--- src/rtl/spike_pkg.sv ---
// Shared constants and types for the spike encode/decode blocks.
package spike_pkg;

  localparam int unsigned DEFAULT_WINDOW = 64;
  localparam int unsigned DEFAULT_CNT_W  = 8;
  localparam int unsigned DEFAULT_ISI_W  = 8;
  localparam int unsigned LIF_THRESHOLD  = 40;

  typedef struct packed {
    logic [DEFAULT_CNT_W-1:0] rate;
    logic [DEFAULT_ISI_W-1:0] isi;
    logic                     isi_ok;
  } rate_result_t;

  typedef enum logic {
    IDLE  = 1'b0,
    ACCUM = 1'b1
  } dec_state_t;

endpackage

--- src/rtl/sat_counter.sv ---
// Unsigned up-counter that sticks at all-ones; synchronous clear has priority over increment.
module sat_counter #(
  parameter int unsigned W = 8
) (
  input  logic         clk,
  input  logic         rst,
  input  logic         clr,
  input  logic         inc,
  output logic [W-1:0] q
);

  always_ff @(posedge clk or posedge rst) begin
    if (rst) begin
      q <= '0;
    end else if (clr) begin
      q <= '0;
    end else if (inc && (q != '1)) begin
      q <= q + 1'b1;
    end
  end

endmodule

--- src/rtl/spike_rate_decoder.sv ---
// Decodes a spike train into per-window {rate, last ISI} results over a valid/ready port.
module spike_rate_decoder
  import spike_pkg::*;
#(
  parameter int unsigned WINDOW = DEFAULT_WINDOW,
  parameter int unsigned CNT_W  = DEFAULT_CNT_W,
  parameter int unsigned ISI_W  = DEFAULT_ISI_W
) (
  input  logic             clk,
  input  logic             rst,
  input  logic             enable,
  input  logic             spike,
  output logic             out_valid,
  input  logic             out_ready,
  output logic [CNT_W-1:0] out_rate,
  output logic [ISI_W-1:0] out_isi,
  output logic             out_isi_ok,
  output logic             overrun
);

  localparam int unsigned WIN_W = (WINDOW > 2) ? $clog2(WINDOW) : 1;
  localparam logic [WIN_W-1:0] WIN_LAST = WIN_W'(WINDOW - 1);

  dec_state_t state, state_next;
  logic       run;

  logic [WIN_W-1:0] win_cnt;
  logic [CNT_W-1:0] spk_cnt;
  logic [ISI_W-1:0] isi_cnt;
  logic [ISI_W-1:0] last_isi;
  logic             seen1;
  logic             isi_ok;

  logic             win_end;
  logic             isi_hit;
  logic [CNT_W:0]   rate_inc;
  logic [ISI_W:0]   isi_inc;
  logic [CNT_W-1:0] cand_rate;
  logic [ISI_W-1:0] cand_isi;
  logic             cand_isi_ok;

  always_ff @(posedge clk or posedge rst) begin
    if (rst) state <= IDLE;
    else     state <= state_next;
  end

  always_comb begin
    state_next = state;
    run        = 1'b0;
    case (state)
      IDLE: begin
        if (enable) begin
          run        = 1'b1;
          state_next = ACCUM;
        end
      end
      ACCUM: begin
        if (enable) run        = 1'b1;
        else        state_next = IDLE;
      end
      default: state_next = IDLE;
    endcase
  end

  always_ff @(posedge clk or posedge rst) begin
    if (rst)                        win_cnt <= '0;
    else if (!run || win_cnt == WIN_LAST) win_cnt <= '0;
    else                            win_cnt <= win_cnt + 1'b1;
  end

  assign win_end = run && (win_cnt == WIN_LAST);
  assign isi_hit = run && spike && seen1;

  sat_counter #(.W(CNT_W)) u_spk_cnt (
    .clk (clk),
    .rst (rst),
    .clr (!run || win_end),
    .inc (spike),
    .q   (spk_cnt)
  );

  sat_counter #(.W(ISI_W)) u_isi_cnt (
    .clk (clk),
    .rst (rst),
    .clr (!run || spike),
    .inc (1'b1),
    .q   (isi_cnt)
  );

  // Candidate values fold in the current cycle so a spike on the window-end cycle counts.
  assign rate_inc    = {1'b0, spk_cnt} + 1'b1;
  assign isi_inc     = {1'b0, isi_cnt} + 1'b1;
  assign cand_rate   = !spike ? spk_cnt : (rate_inc[CNT_W] ? '1 : rate_inc[CNT_W-1:0]);
  assign cand_isi    = !isi_hit ? last_isi : (isi_inc[ISI_W] ? '1 : isi_inc[ISI_W-1:0]);
  assign cand_isi_ok = isi_ok | isi_hit;

  always_ff @(posedge clk or posedge rst) begin
    if (rst) begin
      seen1    <= 1'b0;
      isi_ok   <= 1'b0;
      last_isi <= '0;
    end else if (!run) begin
      seen1    <= 1'b0;
      isi_ok   <= 1'b0;
      last_isi <= '0;
    end else begin
      if (spike) seen1 <= 1'b1;
      last_isi <= cand_isi;
      isi_ok   <= cand_isi_ok;
    end
  end

  always_ff @(posedge clk or posedge rst) begin
    if (rst) begin
      out_valid  <= 1'b0;
      out_rate   <= '0;
      out_isi    <= '0;
      out_isi_ok <= 1'b0;
      overrun    <= 1'b0;
    end else if (win_end) begin
      if (out_valid && !out_ready) begin
        overrun <= 1'b1;
      end else begin
        out_valid  <= 1'b1;
        out_rate   <= cand_rate;
        out_isi    <= cand_isi;
        out_isi_ok <= cand_isi_ok;
      end
    end else if (out_valid && out_ready) begin
      out_valid <= 1'b0;
    end
  end

endmodule

--- config.mk ---
export PLATFORM = sky130hd
export DESIGN_NAME = spike_rate_decoder
export DESIGN_NICKNAME = d
export VERILOG_FILES = /design/src/rtl/spike_pkg.sv /design/src/rtl/sat_counter.sv /design/src/rtl/spike_rate_decoder.sv
export SDC_FILE = /design/constraint.sdc
export NUM_CORES = 1
export LEC_CHECK = 0
export ABC_AREA = 0
export BUFFER_PORTS_ARGS = -buffer_cell sky130_fd_sc_hd__buf_2
export CORE_UTILIZATION = 40
export DETAILED_ROUTE_END_ITERATION = 16
export PLACE_DENSITY = 0.64
export SYNTH_ARGS = -nofsm -noshare
export SYNTH_HDL_FRONTEND = slang
export SYNTH_SLANG_ARGS = --single-unit
--- constraint.sdc ---
create_clock -name clk -period 4.8 [get_ports clk]
set_clock_uncertainty 0.2 [all_clocks]
set_input_delay 0.96 -clock clk [delete_from_list [all_inputs] [get_ports clk]]
set_output_delay 0.96 -clock clk [all_outputs]
set_load 0.1 [all_outputs]
==> metrics.txt, run 1 <==
# fillers=565; total CTS buffers=5; Skew-Pair Late Insertion Delay=approximately 300 ps; r2r setup slk=2760 ps; number of cells after detailed placement=306; GR Util All Layers=15.20%; post-synthesis sequential area ratio=a little under three fifths; DRT Pass-1 Iters=4; worst slew pin tran=1026 ps; synthesized cell area=2306 µm²; Max Fclk=418.7 MHz; Final Hold Violating Endpoints=0; CTS resizes=0; final WL=4015 µm; via/cell ratio=5.102; Synth top area share=between 50% and 60%; Critical Path RT=around 4800 ps; DP Wirelength=around 2700 µm; vias in the first global route=1527; Final min period=around 2400 ps; status=finished clean; starting DRC count in detailed routing=87; pin count of the biggest net entering global routing=52; CP peak stage delay=approximately 400 ps; clk slew on worst S/H paths=80 ps; Crit Path Max Fanout=20; synth top area cells=dfrtp_1 55%, nor2_1 4.1%, nand2_1 3.6%, mux2_2 3.4%, and2_1 2.7%; commonest cells after routing, fill and taps aside=51 x dfrtp_1, 25 x nor2_1, 23 x buf_2, 22 x nand2_1; Clock Path Buffers=2; count of flip-flops with a built-in enable after synthesis=0; # diodes=0; io pins=24; Critical Path Sink Type=register; RePlAce Congestion=roughly 0.8; period utilisation layout=approximately 50%; Mapped Nets=between 200 and 250; YS warnings=0; critical path startpoint category=input port; PwrDens=about 280 nW/µm²; GRT overflow=0; CP cell instances=buf_2 > nand3_1 > a211oi_1 > nor2_1 > mux2_2; Worst EP arrival=between 2000 and 2500 ps; Sink Count=51; flops & latches, synth=51; RSZ-0062 raised after global routing=false; main flop type after synthesis=dfrtp_1; commonest non-fill, non-tap cell in the layout=dfrtp_1; # setup viols final=0; chip height=77.93 µm; Chip Width=slightly below 80 µm; Layout Nets=approximately 250; wire length of the first global-routing pass=approximately 7100 µm; Mapped Cells=220; area of the core=between 5000 and 6000 µm²; Slowest cell on crit path=nand3_1; relative slew slack=a little under a third; Max Slew Vio Count=0; Buffers on Ports=23; Syn Area/Cell=approximately 10 µm²; crit path kind=input port to register; Post-synth ARST share=100.0%; # DRC=0; CTS tree=built; leak pwr=~1.2 nW; number of library cell types mapped by synthesis=42; wire per inst=12.79 µm; Max Cap Viol=0; Core Rows=27; CTS Root Cell=clkbuf_8; post-route ant nets=0; H-tree depth=2; initial antenna violation count=0; die area=around 6000 µm²; Starting Density=between 40% and 50%; postcts setup bufs=0; Max IR drop VDD=110.6 µV; Tightest Hold Check Type=register to register; share of layout cells above drive strength 1=roughly a fifth; setup TNS=0 ps; Final Non-Filler Cells=roughly 310; Hold Buf Count CTS=0; Synth-to-Final Area Change=10.80%; vias=approximately 1600; largest area contributor in the netlist=dfrtp_1
-- path summary, 6_finish.rpt --
path	end	cells past startpoint	start
worst min-delay path	win_cnt[0]	1	win_cnt[0]
worst max-delay path	out_isi[2]	5	enable
min in group asynchronous	overrun	2	rst
max in group asynchronous	last_isi[6]	2	rst
worst max register to register	out_isi[6]	5	win_cnt[0]
worst min register to register	win_cnt[0]	1	win_cnt[0]
-- synthesized netlist by cell type, types with 3 or more instances --
cell      number
ha_1           3
nor2_1        25
and2_1        10
inv_1          4
buf_2          3
nand3_1       10
nand2b_1       4
a21oi_1        6
nor3_1         9
and3_1         6
clkbuf_1       6
mux2i_1        4
a31oi_1        3
mux2_2         7
o31ai_1        5
nand2_1       22
dfrtp_1       51
o21ai_0        7
xor2_1         5
-- routing by layer --
| metal | track usage, % | up-vias | share of wire (%) |
|---|---|---|---|
| li1 | - | 808 | - |
| met5 | 0 | - | 0 |
| met2 | 22.21 | 33 | 41 |
| met1 | 21.53 | 755 | 52 |
| met4 | 5.741 | 0 | 1.3 |
| met3 | 4.118 | 6 | 5.1 |
-- stage by stage --
stage	hold slack (ps)	util (%)	cell area [µm²]	power [W]	setup WS (ps)
2_1_floorplan	232.9	-	2306	0.0004780	2410
3_3_place_gp	258.9	44.65	2474	0.0004872	2147
3_5_place_dp	261.4	44.65	2474	0.0004881	2097
4_1_cts	282.4	46.12	2555	0.0007241	2402
5_1_grt	297.1	46.12	2555	0.0007437	2268
6_report	276.2	46.12	2555	0.0007113	2412
-- registers in the layout, indices dropped and copies added (netlist names) --
register	count
isi_ok	1
out_rate	8
last_isi	8
u_isi_cnt.q	8
out_valid	1
out_isi_ok	1
overrun	1
u_spk_cnt.q	8
win_cnt	6
seen1	1
out_isi	8
-- cell type report --
| cell class | count | area (µm²) | share of cell area [%] |
|---|---|---|---|
| flip-flops and latches | 51 | 1276 | 49.95 |
| well taps | 72 | 90.09 | 3.526 |
| repair buffers | 23 | 115.1 | 4.505 |
| clock buffers | 7 | 76.32 | 2.987 |
| inverters | 4 | 15.01 | 0.5877 |
| clock inverters | 1 | 5.005 | 0.1959 |
| multi-input cells | 156 | 977.2 | 38.25 |
-- report_power, final --
part           internal (W)  leakage, nW  switching, W
Sequential         0.000436        0.699    0.00000573
Clock              0.000103       0.0422      0.000131
Combinational     0.0000112        0.504     0.0000248
Total              0.000550         1.25      0.000161
-- critical path, delay by kind of cell --
kind | cells | cell delay (ps)
AO/OA/AOI/OAI | 1 | 340
buffers and inverters | 1 | 290
multiplexers | 1 | 260
AND/OR/NAND/NOR | 2 | 510
-- cell families (layout without fill, tap and decap cells) --
logic type | count (synthesis) | in the layout | synth area share, %
multiplexers | 11 | 11 | 5.155
adder cells (fa/ha/maj) | 3 | 3 | 1.628
AND/OR/NAND/NOR | 101 | 101 | 23.06
buffers and inverters | 13 | 35 | 2.278
XOR/XNOR | 7 | 7 | 2.659
flip-flops | 51 | 51 | 55.34
AO/OA/AOI/OAI | 34 | 34 | 9.875
(Power assumes the default switching activity.)
==> run 2: changes to the inputs <==
- clock period: 4.8 -> 2.2 ns (I/O delays scaled with it)
==> metrics.txt, run 2 (same netlist as run 1, synthesis figures left out) <==
Clock Path Buffers=2; Critical Path RT=2190 ps; Hold Buf Count CTS=1; status=finished clean; wire per inst=between 10 and 15 µm; leak pwr=between 1 and 1.5 nW; Max Slew Vio Count=0; setup TNS=0 ps; commonest non-fill, non-tap cell in the layout=dfrtp_1; PwrDens=around 620 nW/µm²; Chip Width=~78 µm; Layout Nets=between 200 and 300; Worst EP arrival=1960 ps; Max IR drop VDD=407.0 µV; starting DRC count in detailed routing=95; initial antenna violation count=0; # fillers=564; worst slew pin tran=~520 ps; Synth-to-Final Area Change=14.00%; Sink Count=between 50 and 60; CTS Root Cell=clkbuf_8; Final Non-Filler Cells=321; CTS tree=built; DRT Pass-1 Iters=4; chip height=about 80 µm; DP Wirelength=2967 µm; die area=6072 µm²; GR Util All Layers=between 10% and 20%; vias=approximately 1600; # diodes=0; Buf/Inv on CP=1; total CTS buffers=5; wire length of the first global-routing pass=between 7000 and 8000 µm; Critical Path Sink Type=register; pin count of the biggest net entering global routing=29; post-route ant nets=0; Final Hold Violating Endpoints=0; GRT overflow=0; commonest cells after routing, fill and taps aside=51 x dfrtp_1, 25 x nor2_1, 23 x buf_2, 22 x nand2_1; CP cell instances=ha_1 > and3_1 > nand4_4 > buf_4 > mux2_2; relative slew slack=65.16%; Core Rows=27; final WL=around 4300 µm; Crit Path Max Fanout=28; vias in the first global route=1573; io pins=24; largest delay contributor family on the critical path=flip-flops; crit path kind=register to register; RSZ-0062 raised after global routing=false; Max Cap Viol=0; H-tree depth=2; Buffers on Ports=23; clk slew on worst S/H paths=80 ps; share of layout cells above drive strength 1=22.09%; CTS resizes=0; Starting Density=41.62%; overall power=0.001635 W; number of cells after detailed placement=about 310; # DRC=0; via/cell ratio=around 5.1; critical path startpoint category=register; Skew-Pair Late Insertion Delay=300 ps; Final min period=between 1500 and 2000 ps; period utilisation layout=about nine tenths; Tightest Hold Check Type=register to register; # setup viols final=0; RePlAce Congestion=about 0.82; postcts setup bufs=0; Max Fclk=509.0 MHz; CP peak stage delay=410 ps; Slowest cell on crit path=dfrtp_1; area of the core=around 5500 µm²
-- run 2: changes by cell type in the layout (fill, tap and decap cells not counted) --
cell,before,now
buf_4,0,6
clkbuf_1,2,1
clkbuf_8,5,7
clkinv_2,1,0
dlygate4sd3_1,0,1
-- run 2: metal layers --
layer,up-vias,wire [µm],track usage [%]
met1,786,2265,23.00
li1,820,-,-
met3,5,151,3.529
met4,0,77,6.667
met2,34,1784,23.54
met5,-,0,0
-- run 2: area by class of cell --
type	instances	area, µm²	share of cell area, %
well taps	72	90.09	3.427
multi-input cells	156	977.2	37.17
repair buffers	30	170.2	6.473
inverters	4	15.01	0.5712
clock buffers	8	100.1	3.808
flip-flops and latches	51	1276	48.55
-- run 2: path summary, 6_finish.rpt --
kind | end | from | slack [ps] | depth (start not counted)
max | out_rate[7] | win_cnt[0] | 240 | 5
min | win_cnt[0] | win_cnt[0] | 270 | 1
max reg2reg | out_rate[7] | win_cnt[0] | 240 | 5
min reg2reg | win_cnt[0] | win_cnt[0] | 270 | 1
max in group asynchronous | last_isi[4] | rst | 690 | 4
min in group asynchronous | win_cnt[2] | rst | 500 | 3
-- run 2: where the power goes --
group | internal, W | switching [W]
combinational | 0.0000305 | 0.0000577
sequential | 0.000952 | 0.0000130
clock | 0.000287 | 0.000295
-- run 2: through the flow --
step	area (µm²)	utilization (%)	hold slack, ps	setup slack, ps
2_1_floorplan	2306	-	232.9	44.25
3_3_place_gp	2519	45.46	247.0	249.5
3_5_place_dp	2519	45.46	258.4	225.1
4_1_cts	2629	47.45	271.6	218.2
5_1_grt	2629	47.45	277.5	120.8
6_report	2629	47.45	272.7	235.2
